<file path="src/rtl/stack_pkg.sv">
// stack_pkg
// Purpose : command encodings shared by the stack arbiter, its requesters
//           and the stack it drives.
// Ports   : none (package).
package stack_pkg;
  localparam logic [2:0] COM_NOP      = 3'd0;
  localparam logic [2:0] COM_PUSH     = 3'd1;
  localparam logic [2:0] COM_POP      = 3'd2;
  localparam logic [2:0] COM_LOAD_PTR = 3'd3;
  localparam logic [2:0] COM_READ_PTR = 3'd4;
endpackage

</file>
<file path="src/rtl/stack_arbiter_if.sv">
// stack_arbiter_if
// Purpose : requester-side bus of the stack arbiter (two requesters).
// Signals : i_req_valid/i_req_cmd/i_req_data   requests into the arbiter
//           o_req_ready                        one-cycle accept pulse
//           o_rsp_valid/o_rsp_data/o_rsp_err   completion pulse and payload
// Modports: master = requester side, slave = arbiter side.
interface stack_arbiter_if #(
  parameter int DATA_W = 16
);
  logic [1:0]             i_req_valid;
  logic [1:0][2:0]        i_req_cmd;
  logic [1:0][DATA_W-1:0] i_req_data;
  logic [1:0]             o_req_ready;
  logic [1:0]             o_rsp_valid;
  logic [DATA_W-1:0]      o_rsp_data;
  logic                   o_rsp_err;

  modport master (
    output i_req_valid, i_req_cmd, i_req_data,
    input  o_req_ready, o_rsp_valid, o_rsp_data, o_rsp_err
  );

  modport slave (
    input  i_req_valid, i_req_cmd, i_req_data,
    output o_req_ready, o_rsp_valid, o_rsp_data, o_rsp_err
  );
endinterface

</file>
<file path="src/rtl/stack_arbiter.sv">
// stack_arbiter
// Purpose : round-robin arbiter letting two requesters share one stack.
//           One operation is in flight at a time: accept (IDLE), drive the
//           stack for one cycle (ISSUE), wait POP_LAT cycles for pop data
//           (WAIT), return a one-cycle response to the owner (RESP).
//           A shadow stack pointer tracks PUSH/POP/LOAD_PTR.
// Ports   : i_Clk, i_Reset_n (async, active low)
//           bus            requester bus (stack_arbiter_if.slave)
//           o_stk_command  command to the stack (COM_NOP when idle)
//           o_stk_data     write data to the stack
//           i_stk_data     stack read data (pop word or pointer)
//           o_sp           shadow stack pointer
//           o_busy         high whenever not IDLE
// Option  : define STACK_ARBITER_GUARD_EN to reject PUSH on a full pointer
//           and POP on an empty one (COM_NOP issued, error response).
module stack_arbiter
  import stack_pkg::*;
#(
  parameter int DATA_W  = 16,
  parameter int PTR_W   = 8,
  parameter int POP_LAT = 1
) (
  input  logic              i_Clk,
  input  logic              i_Reset_n,
  stack_arbiter_if.slave    bus,
  output logic [2:0]        o_stk_command,
  output logic [DATA_W-1:0] o_stk_data,
  input  logic [DATA_W-1:0] i_stk_data,
  output logic [PTR_W-1:0]  o_sp,
  output logic              o_busy
);

  typedef enum logic [1:0] {IDLE, ISSUE, WAIT, RESP} state_t;

  state_t            state_reg, state_next;
  logic [2:0]        cmd_reg;
  logic [DATA_W-1:0] data_reg;
  logic              owner_reg;
  logic              prio_reg;      // requester that wins a tie
  logic [PTR_W-1:0]  sp_reg;
  logic [DATA_W-1:0] cap_reg;       // response data of the operation in flight
  logic [DATA_W-1:0] last_rsp_reg;  // held on o_rsp_data between pulses
  logic              err_reg;
  logic [1:0]        cnt_reg;

  logic any_req;
  logic grant_idx;
  logic guard_hit;
  logic pop_done;

  assign any_req   = |bus.i_req_valid;
  // Single requester wins outright; on a tie the priority pointer decides.
  assign grant_idx = (bus.i_req_valid == 2'b11) ? prio_reg : bus.i_req_valid[1];
  assign pop_done  = (cnt_reg == 2'(POP_LAT - 1));

`ifdef STACK_ARBITER_GUARD_EN
  assign guard_hit = ((cmd_reg == COM_PUSH) && (sp_reg == {PTR_W{1'b1}})) ||
                     ((cmd_reg == COM_POP)  && (sp_reg == '0));
`else
  assign guard_hit = 1'b0;
`endif

  // State register
  always_ff @(posedge i_Clk or negedge i_Reset_n) begin
    if (!i_Reset_n) state_reg <= IDLE;
    else            state_reg <= state_next;
  end

  // Next-state logic
  always_comb begin
    state_next = state_reg;
    case (state_reg)
      IDLE:  if (any_req) state_next = ISSUE;
      ISSUE: state_next = ((cmd_reg == COM_POP) && !guard_hit) ? WAIT : RESP;
      WAIT:  if (pop_done) state_next = RESP;
      RESP:  state_next = IDLE;
      default: state_next = IDLE;
    endcase
  end

  // Datapath registers
  always_ff @(posedge i_Clk or negedge i_Reset_n) begin
    if (!i_Reset_n) begin
      cmd_reg      <= COM_NOP;
      data_reg     <= '0;
      owner_reg    <= 1'b0;
      prio_reg     <= 1'b0;
      sp_reg       <= '0;
      cap_reg      <= '0;
      last_rsp_reg <= '0;
      err_reg      <= 1'b0;
      cnt_reg      <= '0;
    end else begin
      case (state_reg)
        IDLE: if (any_req) begin
          cmd_reg   <= bus.i_req_cmd[grant_idx];
          data_reg  <= bus.i_req_data[grant_idx];
          owner_reg <= grant_idx;
          prio_reg  <= ~grant_idx;
          cap_reg   <= '0;
          err_reg   <= 1'b0;
        end
        ISSUE: begin
          cnt_reg <= '0;
          if (guard_hit) begin
            err_reg <= 1'b1;
          end else begin
            case (cmd_reg)
              COM_PUSH:     sp_reg  <= sp_reg + 1'b1;
              COM_POP:      sp_reg  <= sp_reg - 1'b1;
              COM_LOAD_PTR: sp_reg  <= data_reg[PTR_W-1:0];
              COM_READ_PTR: cap_reg <= i_stk_data;
              default: ;
            endcase
          end
        end
        WAIT: begin
          cnt_reg <= cnt_reg + 1'b1;
          if (pop_done) cap_reg <= i_stk_data;
        end
        RESP: last_rsp_reg <= cap_reg;
        default: ;
      endcase
    end
  end

  // Outputs
  always_comb begin
    bus.o_req_ready = '0;
    bus.o_rsp_valid = '0;
    bus.o_rsp_data  = last_rsp_reg;
    bus.o_rsp_err   = 1'b0;
    o_stk_command   = COM_NOP;
    o_stk_data      = '0;
    o_busy          = (state_reg != IDLE);
    case (state_reg)
      // Gated by reset so no accept is ever advertised while held in reset.
      IDLE: if (any_req && i_Reset_n) bus.o_req_ready[grant_idx] = 1'b1;
      ISSUE: begin
        o_stk_command = guard_hit ? COM_NOP : cmd_reg;
        o_stk_data    = data_reg;
      end
      RESP: begin
        bus.o_rsp_valid[owner_reg] = 1'b1;
        bus.o_rsp_data             = cap_reg;
        bus.o_rsp_err              = err_reg;
      end
      default: ;
    endcase
  end

  assign o_sp = sp_reg;

endmodule

</file>
<file path="src/flat_wrapper.sv">
// flat-port wrapper written by rule: the top's interface ports become plain ports
module stack_arbiter_flat import stack_pkg::*;
#(
  parameter int DATA_W  = 16,
  parameter int PTR_W   = 8,
  parameter int POP_LAT = 1
)
  (i_Clk, i_Reset_n, o_stk_command, o_stk_data, i_stk_data, o_sp, o_busy, bus_i_req_valid, bus_i_req_cmd, bus_i_req_data, bus_o_req_ready, bus_o_rsp_valid, bus_o_rsp_data, bus_o_rsp_err);
  stack_arbiter_if #(.DATA_W(DATA_W)) bus_i ();
  input  logic i_Clk;
  input  logic i_Reset_n;
  output logic [2:0] o_stk_command;
  output logic [DATA_W-1:0] o_stk_data;
  input  logic [DATA_W-1:0] i_stk_data;
  output logic [PTR_W-1:0] o_sp;
  output logic o_busy;
  input wire logic [$bits(bus_i.i_req_valid)-1:0] bus_i_req_valid;
  input wire logic [$bits(bus_i.i_req_cmd)-1:0] bus_i_req_cmd;
  input wire logic [$bits(bus_i.i_req_data)-1:0] bus_i_req_data;
  output wire logic [$bits(bus_i.o_req_ready)-1:0] bus_o_req_ready;
  output wire logic [$bits(bus_i.o_rsp_valid)-1:0] bus_o_rsp_valid;
  output wire logic [$bits(bus_i.o_rsp_data)-1:0] bus_o_rsp_data;
  output wire logic [$bits(bus_i.o_rsp_err)-1:0] bus_o_rsp_err;
  assign bus_i.i_req_valid = bus_i_req_valid;
  assign bus_i.i_req_cmd = bus_i_req_cmd;
  assign bus_i.i_req_data = bus_i_req_data;
  assign bus_o_req_ready = bus_i.o_req_ready;
  assign bus_o_rsp_valid = bus_i.o_rsp_valid;
  assign bus_o_rsp_data = bus_i.o_rsp_data;
  assign bus_o_rsp_err = bus_i.o_rsp_err;
  stack_arbiter #(.DATA_W(DATA_W), .PTR_W(PTR_W), .POP_LAT(POP_LAT)) u_core (.i_Clk(i_Clk), .i_Reset_n(i_Reset_n), .bus(bus_i), .o_stk_command(o_stk_command), .o_stk_data(o_stk_data), .i_stk_data(i_stk_data), .o_sp(o_sp), .o_busy(o_busy));
endmodule
</file>
<file path="config.mk">
export PLATFORM = sky130hd
export DESIGN_NAME = stack_arbiter_flat
export DESIGN_NICKNAME = d
export VERILOG_FILES = /design/src/rtl/stack_pkg.sv /design/src/rtl/stack_arbiter_if.sv /design/src/rtl/stack_arbiter.sv /design/src/flat_wrapper.sv
export SDC_FILE = /design/constraint.sdc
export NUM_CORES = 1
export LEC_CHECK = 0
export CORE_ASPECT_RATIO = 0.5
export CORE_MARGIN = 2
export CORE_UTILIZATION = 32
export CTS_CLUSTER_SIZE = 10
export DETAILED_ROUTE_END_ITERATION = 7
export GPL_ROUTABILITY_DRIVEN = 0
export GPL_TIMING_DRIVEN = 1
export RECOVER_POWER = 50
export SYNTH_ARGS = -nofsm -noshare
export SYNTH_HDL_FRONTEND = slang
export SYNTH_SLANG_ARGS = --single-unit
</file>
<file path="constraint.sdc">
create_clock -name i_Clk -period 2.9 [get_ports i_Clk]
set_input_delay 0.58 -clock i_Clk [delete_from_list [all_inputs] [get_ports i_Clk]]
set_output_delay 0.58 -clock i_Clk [all_outputs]
set_load 0.01 [all_outputs]
</file>
; ---- Word level (Yosys, flattened, before mapping)
; Cells that the tools add are included.
[totals]
regBits = 65
input_bits = 58
output_inout_bits = 49
word_cells = 67
[classes]
n_addsub = 3
n_lt_le_gt_ge = 4
n_eq_ne = 11
mux = 25
bitwise_logic = 1
n_reduce_logical = 14
[op_table]
columns = cell, count
row1 = two-way mux 16 bit, 7
row2 = one-hot mux 16 bit (3 select lines), 1
row3 = one-hot mux 8 bit (3 select lines), 1
row4 = two-way mux 2 bit, 5
row5 = two-way mux 3 bit, 3
row6 = "adder 8 x 1 -> 8 bit, second input constant", 1
row7 = one-hot mux 2 bit (4 select lines), 1
row8 = "subtractor 8 x 1 -> 8 bit, second input constant", 1
row9 = "== test 2 bit, second input constant", 3
row10 = "== test 3 x 2 -> 1 bit, second input constant", 2
row11 = "!= test 2 x 1 -> 1 bit, second input constant", 3
row12 = AND reduction 2 bit, 3
row13 = nonzero test 3 bit, 2
row14 = zero test 2 bit, 2
row15 = "less-than comparator 1 x 2 -> 1 bit, second input constant", 2
row16 = two-way mux 1 bit, 4
row17 = one-hot mux 2 bit (2 select lines), 1
row18 = AND reduction 4 bit, 1
row19 = nonzero test 2 bit, 2
row20 = "== test 3 x 1 -> 1 bit, second input constant", 1
row21 = "== test 3 bit, second input constant", 1
row22 = logical AND 1 bit, 3
row23 = "adder 2 x 1 -> 2 bit, second input constant", 1
row24 = demux 1 bit (select 1 bit), 2
row25 = other kinds (4), 5

; ---- Depth between registers and ports, before layout
; Gate-level depths: netlist (run 1).
[depth]
word_depth = 8
mapped_depth = 8
ltp_nobuf = 7

; ---- Worst setup path before layout (run 1)
; Ideal clock, no wire load.
[synth_timing]
path_type = input to output
startpoint = input bus_i_req_valid[0]
endpoint = output bus_o_req_ready[0]
t_arrival_ns = 1.589
t_required_ns = 2.320
slack_ns = 0.731
path_stages = 4
path_buffers = 1
cell_sequence = inv_1 -> o21ai_1 -> clkbuf_1 -> and3_1
[synth_between]
elab_chain_cells = 8
word_cells_on_any_way = 11
cone_classes = order compare: 2 / eq/ne: 1 / mux: 5 / reduce/logical: 3
[synth_lines]
columns = item, line
row1 = start: declaration, flat_wrapper.sv:17  ; input wire logic [$bits(bus_i.i_req_valid)-1:0] bus_i_req_valid;
row2 = == test 2 bit, stack_arbiter.sv:53  ; assign grant_idx = (bus.i_req_valid == 2'b11) ? prio_reg : bus.i_req_valid[1];
row3 = two-way mux 1 bit, stack_arbiter.sv:53
row4 = less-than comparator 1 x 2 -> 1 bit (not written as such) / greater-or-equal comparator 1 bit (equally long branches), stack_arbiter.sv:138  ; IDLE: if (any_req && i_Reset_n) bus.o_req_ready[grant_idx] = 1'b1;
row5 = logical AND 1 bit (not written as such), stack_arbiter.sv:138
row6 = two-way mux 1 bit (not written as such), stack_arbiter.sv:138
row7 = demux 1 bit (select 1 bit), -
row8 = two-way mux 2 bit *, stack_arbiter.sv:138
row9 = two-way mux 2 bit *, stack_arbiter.sv:136  ; case (state_reg)
row10 = end: declaration, flat_wrapper.sv:20  ; output wire logic [$bits(bus_i.o_req_ready)-1:0] bus_o_req_ready;
; Every way passes the cells marked *; elsewhere a longest branch is shown, timed or not.

; ---- Worst setup path in the final report (run 1)
; Same ends and word-level chain as after synthesis.

==> results of run 1 <==
==> cell families after synthesis <==
kind of cell | count (synthesis) | share of synthesized area [%]
simple gates | 131 | 20.2
flops | 65 | 49.5
compound gates | 60 | 10.3
mux | 39 | 12.5
buf+inv | 31 | 4.84
fa+ha+maj | 6 | 2.29
other cells | 1 | 0.114
xor+xnor | 1 | 0.267
==> Yosys cell counts, drive strengths merged <==
cell,instances,area (um2)
nand3b,1,7.51
o22ai,3,18.8
nor3,3,15.0
or4,1,11.3
o21ai,44,220
o22a,1,8.76
mux2i,22,220
dfrtp,65,1630
and2,20,126
nor4b,2,17.5
a21oi,5,25.0
buf,5,31.3
nor2b,3,18.8
xnor2,1,8.76
nand4b,2,17.5
a2bb2oi,2,17.5
nor4,5,31.3
nand3,6,30.0
or3,2,12.5
nor2,6,25.0
conb,1,3.75
clkbuf,18,97.6
a22oi,1,7.51
and3b,1,10.0
or3b,2,17.5
or2,1,6.26
nand2,66,248
nor3b,1,7.51
and3,4,26.3
and4,1,8.76
ha,6,75.1
a31oi,1,6.26
nand4,4,25.0
o221a,1,11.3
mux2,17,191
a2111o,2,22.5
inv,8,30.0
==> metrics by stage <==
step	cell area [um2]	instances	hold slack, ps
6_report	4760	582	472
5_1_grt	4760	582	507
4_1_cts	4760	582	298
3_5_place_dp	4460	566	464
3_3_place_gp	4460	566	457
2_1_floorplan	3280	334	284
==> worst min-delay path, delay by kind of cell, from the launching register on <==
family	cells	cell delay, ps
DFF	1	330
AOI/OAI and AO/OA	1	60
and+or+nand+nor	1	40
==> power by group through the flow <==
stage	clock network, mW	registers (mW)	logic (mW)
floorplan	0	1.48	1.45
global placement	0	1.57	2.32
detailed placement	0	1.58	2.35
CTS	1.12	1.56	2.36
global route	1.17	1.61	2.56
finish	1.09	1.56	2.29
==> final timing paths <==
kind                                                 start                         endpoint  slack [ps]  cells past startpoint
min in group asynchronous                        i_Reset_n       u_core.o_sp[2]$_DFFE_PN0P_         700                      2
hold reg to reg            u_core.data_reg[13]$_DFFE_PN0P_  u_core.data_reg[13]$_DFFE_PN0P_         470                      2
max in group asynchronous                        i_Reset_n   u_core.data_reg[5]$_DFFE_PN0P_        1510                      2
setup reg to reg             u_core.cmd_reg[1]$_DFFE_PN0P_       u_core.o_sp[6]$_DFFE_PN0P_         610                      7
setup / recovery                        bus_i_req_valid[0]               bus_o_req_ready[0]         180                      5
hold / removal             u_core.data_reg[13]$_DFFE_PN0P_  u_core.data_reg[13]$_DFFE_PN0P_         470                      2
==> layer usage <==
metal / global-route usage [%] / wire, um / up-vias
met2: 24.2 / 3760 / 61
met1: 18.5 / 3670 / 1239
li1: - / - / 1365
met4: 4.81 / 67 / 0
met5: 0 / 0 / -
met3: 4.49 / 369 / 4
==> layout make-up <==
| type | count | area (um2) | share of cell area (%) |
|---|---|---|---|
| Multi-Input combinational cell | 238 | 1510 | 31.7 |
| Timing Repair Buffer | 115 | 1110 | 23.4 |
| Clock inverter | 6 | 66.3 | 1.39 |
| Inverter | 8 | 30.0 | 0.631 |
| Sequential cell | 65 | 1630 | 34.2 |
| Tap cell | 140 | 175 | 3.68 |
| Clock buffer | 10 | 239 | 5.02 |
==> layout by cell type, fill, tap and decap left out, types with 3 or more instances in the layout <==
cell type,instances
clkdlybuf4s50_1,102
nand2_1,66
dfrtp_1,65
o21ai_0,42
mux2i_1,22
and2_1,19
mux2_1,11
clkbuf_16,9
inv_1,8
buf_4,7
mux2_2,6
nand3_1,6
nor2_1,5
nor4_1,5
a21oi_1,5
ha_1,5
nand4_1,4
and3_1,3
nor2b_1,3
nor3_1,3
o22ai_1,3
==> flow_summary.ini, run 1 <==
[timing]
fin_crit_sh_pct = 93.7
rsz0062_at_grt = no
fmax_mhz = 368
fin_skew_ps = 5.58
setup_viol = 0
slew_headroom_pct = 23.7
fin_ws_ps = 183
drv_slew = 0
post-route-min-period_ps = 2720
worst_pin_slew_ps = 1140
fin_tns_setup_ps = 0
hold_viol_final = 0

[die]
core_area_mm2 = 0.0101
die_w_um = 147
pin_count = 107
start_util_pct = 32.6
fp.dieArea_mm2 = 0.0111
placementRows = 26
die_h_um = 75.6

[pwr]
pwr-share-clk_pct = 22.1
power_mw = 4.93
pwr-share-seq_pct = 31.5
p_sw_share_pct = 37.1
combPwrFrac_pct = 46.3
switching_power_mw = 1.83
p_leak_nw = 2.13
ir_drop_uv = 390
power_density_mw_per_mm2 = 1040
intPower_mw = 3.11

[clock_network]
insertion_delay_ps = 320
root_buffer = clkbuf_16
cts_setup_buffers = 0
numCtsBuffers = 9
cts_resized = 0
clockBufferDepth = 2
holdBufCountCts = 0
cts_tree = done
cts-htree-levels = 3
clkTransAtPathRegs_ps = 50
clkSinkCount = 65

[logic_synthesis]
seq_area_frac_synth_pct = 49.5
synth-seq-cells = 65
synth_area_mm2 = 0.00328
syn_nets = 398
yosysUniqueCellTypes = 45
yosys_warnings = 0
netlist_instances = 334
postSynthAreaPerCell_um2 = 9.83

[worst_setup_path]
max_stage_delay_ps = 580
crit_buf_inv = 3
crit_path_top_delay_cell = dlygate4sd3_1
cp_max_fo = 3
cp.required_ps = 2320
crit_arrival_ps = 2140
cp-start-kind = input port
end_kind = output pin
critPathKind = in -> out
cp_top_family = buffers and inverters
path_cells = dlygate4sd3_1 -> inv_1 -> o21ai_2 -> and3_1 -> clkdlybuf4s50_1

[drt]
drc = 0
wl_per_cell_um = 13.5
ant_nets = 0
drt_iter0_drc = 161
firstDrtPassIters = 5
routed_via_density = 4.59
wl_um = 7870
num_vias = 2669

[layout]
nFillCells = 995
drive_above_1_share_pct = 9.50
insertedDiodeCount = 0
nNetsFinal = 501
syn_to_final_growth_pct = 44.8
final_core_utilization_pct = 47.2

[placed_design]
io_buffers = 105
hpwl_um = 5570
place_ws_ps = 227

[global_route]
grt_max_degree = 45
antenna_found_initial = 0
grt_pass1_vias = 2532
grtUsageTotal_pct = 14.5
grt-ovfl-total = 0
grt_pass1_wl_um = 12500

[worst_hold_path]
min_path_type = reg -> reg

[job]
cap_violations = 0

[run_status]
status = complete, no violations
No activity file was read; power rests on OpenSTA's default activity.
==> run 2: changes to the inputs <==
--- a/config.mk
+++ b/config.mk
@@ -6,7 +6,6 @@
 export NUM_CORES = 1
 export LEC_CHECK = 0
 export CORE_ASPECT_RATIO = 0.5
-export CORE_MARGIN = 2
 export CORE_UTILIZATION = 32
 export CTS_CLUSTER_SIZE = 10
 export DETAILED_ROUTE_END_ITERATION = 7
==> run 2 against run 1 <==
Compared with the run above: the run now ends with capacitance limit, slew limit left; final area barely moved; first-iteration DRC count fell by 2.5%; critical path depth rose by 1; critical endpoint is now bus_o_req_ready[1]; largest power group unchanged.
==> flow_summary.ini, run 2 (synthesis gave the netlist of run 1 again) <==
[die]
start_util_pct = 33.9
core_area_mm2 = 0.00970
die_w_um = 145
pin_count = 107
die_h_um = 73.6
fp.dieArea_mm2 = 0.0107
placementRows = 25

[drt]
wl_um = 7730
routed_via_density = 4.64
drc = 0
wl_per_cell_um = 13.5
drt_iter0_drc = 157
num_vias = 2665
ant_nets = 0
firstDrtPassIters = 5

[clock_network]
root_buffer = clkbuf_16
cts_tree = done
clkSinkCount = 65
clkTransAtPathRegs_ps = 50
cts_setup_buffers = 0
holdBufCountCts = 0
cts_resized = 0
insertion_delay_ps = 330
cts-htree-levels = 3
numCtsBuffers = 9
clockBufferDepth = 2

[global_route]
antenna_found_initial = 0
grt_pass1_vias = 2585
grt_max_degree = 66
grtUsageTotal_pct = 15.8
grt-ovfl-total = 0
grt_pass1_wl_um = 12900

[pwr]
ir_drop_uv = 445
p_leak_nw = 2.13
power_density_mw_per_mm2 = 1050

[timing]
fin_skew_ps = 3.77
fin_ws_ps = 223
rsz0062_at_grt = no
fmax_mhz = 374
fin_crit_sh_pct = 92.3
drv_slew = 66
fin_tns_setup_ps = 0
hold_viol_final = 0
post-route-min-period_ps = 2680
worst_pin_slew_ps = 1580
slew_headroom_pct = -5.53
setup_viol = 0

[worst_setup_path]
end_kind = output pin
r2r_slack_ps = 480
crit_arrival_ps = 2100
max_stage_delay_ps = 580
crit_path_top_delay_cell = dlygate4sd3_1
regToRegStartpoint = u_core.cmd_reg[2]$_DFFE_PN0P_
r2r_cells = 7
cp.required_ps = 2320
cp_max_fo = 3
reg2reg_to = u_core.o_sp[6]$_DFFE_PN0P_
cp-start-kind = input port
path_cells = dlygate4sd3_1 -> inv_1 -> o21ai_2 -> buf_4 -> nor2_1 -> clkdlybuf4s50_1
critPathKind = in -> out

[layout]
stdcell_area_mm2 = 0.00476
layout_common_cells = 103 x clkdlybuf4s50_1, 66 x nand2_1, 65 x dfrtp_1
final_common_cell = clkdlybuf4s50_1
nNetsFinal = 499
insertedDiodeCount = 0
drive_above_1_share_pct = 8.88
syn_to_final_growth_pct = 44.9

[placed_design]
hpwl_um = 5460
io_buffers = 105
dpl-instance-area_mm2 = 0.00444
place_ws_ps = 302

[job]
cap_violations = 1

[worst_hold_path]
min_path_cells = 2
worstHoldStart = u_core.data_reg[9]$_DFFE_PN0P_
min_path_type = reg -> reg
whs_endpoint = u_core.data_reg[9]$_DFFE_PN0P_

[run_status]
status = complete, but fails checks
violations = capacitance limit, slew limit
[run 2: cell count changes in the layout (fill, tap and decap cells not counted), sizes merged]
| cell | change |
|---|---|
| inv | -1 |
| dlygate4sd3 | -1 |
| clkinvlp | +1 |
| buf | -1 |
| clkinv | -3 |
| clkdlybuf4s50 | +1 |
| bufinv | +1 |
[run 2: where the power goes]
group | total [mW] | leakage, nW | switching [mW] | internal, mW
Clock | 1.19 | 0.158 | 0.392 | 0.795
Sequential | 1.57 | 0.811 | 0.284 | 1.29
Combinational | 2.25 | 1.16 | 1.14 | 1.11
[run 2: how the worst max path moves through the flow]
stage                                          from  slack [ps]                  to
floorplan                        bus_i_req_valid[0]         730  bus_o_req_ready[0]
global placement                 bus_i_req_valid[0]         320  bus_o_req_ready[0]
CTS                 u_core.state_reg[1]$_DFFE_PN0P_         230    o_stk_command[1]
detailed placement               bus_i_req_valid[0]         300  bus_o_req_ready[0]
global route                     bus_i_req_valid[0]         130  bus_o_req_ready[1]
finish                           bus_i_req_valid[0]         220  bus_o_req_ready[1]
[run 2: worst max-delay path: cells and delay by family]
family / cells / cell delay, ps
compound gates: 1 / 70
buf+inv: 4 / 1350
simple gates: 1 / 90
[run 2: through the flow]
| step | std cells | hold WS, ps | power, mW | util (%) |
|---|---|---|---|---|
| global route | 574 | 496 | 5.42 | 49.1 |
| detailed placement | 559 | 463 | 3.90 | 45.8 |
| floorplan | 334 | 284 | 2.93 | - |
| global placement | 559 | 455 | 3.86 | 45.8 |
| CTS | 574 | 475 | 5.11 | 49.2 |
| finish | 574 | 470 | 5.01 | 49.1 |
[run 2: final cells by class]
class                      instances  area, um2
sequential                        65       1630
clock buffer                      11        253
fill                             937       4940
clock inverter                     4       76.3
timing repair buffer             113       1100
tap                              135        169
inverter                           8       30.0
multi-input combinational        238       1510
[run 2: routing by layer]
| layer | vias up | global-route usage, % | routed length, um |
|---|---|---|---|
| met5 | - | 0 | 0 |
| met4 | 0 | 6.08 | 126 |
| met3 | 10 | 5.59 | 440 |
| met2 | 64 | 25.3 | 3520 |
| met1 | 1239 | 19.7 | 3640 |
| li1 | 1352 | - | - |
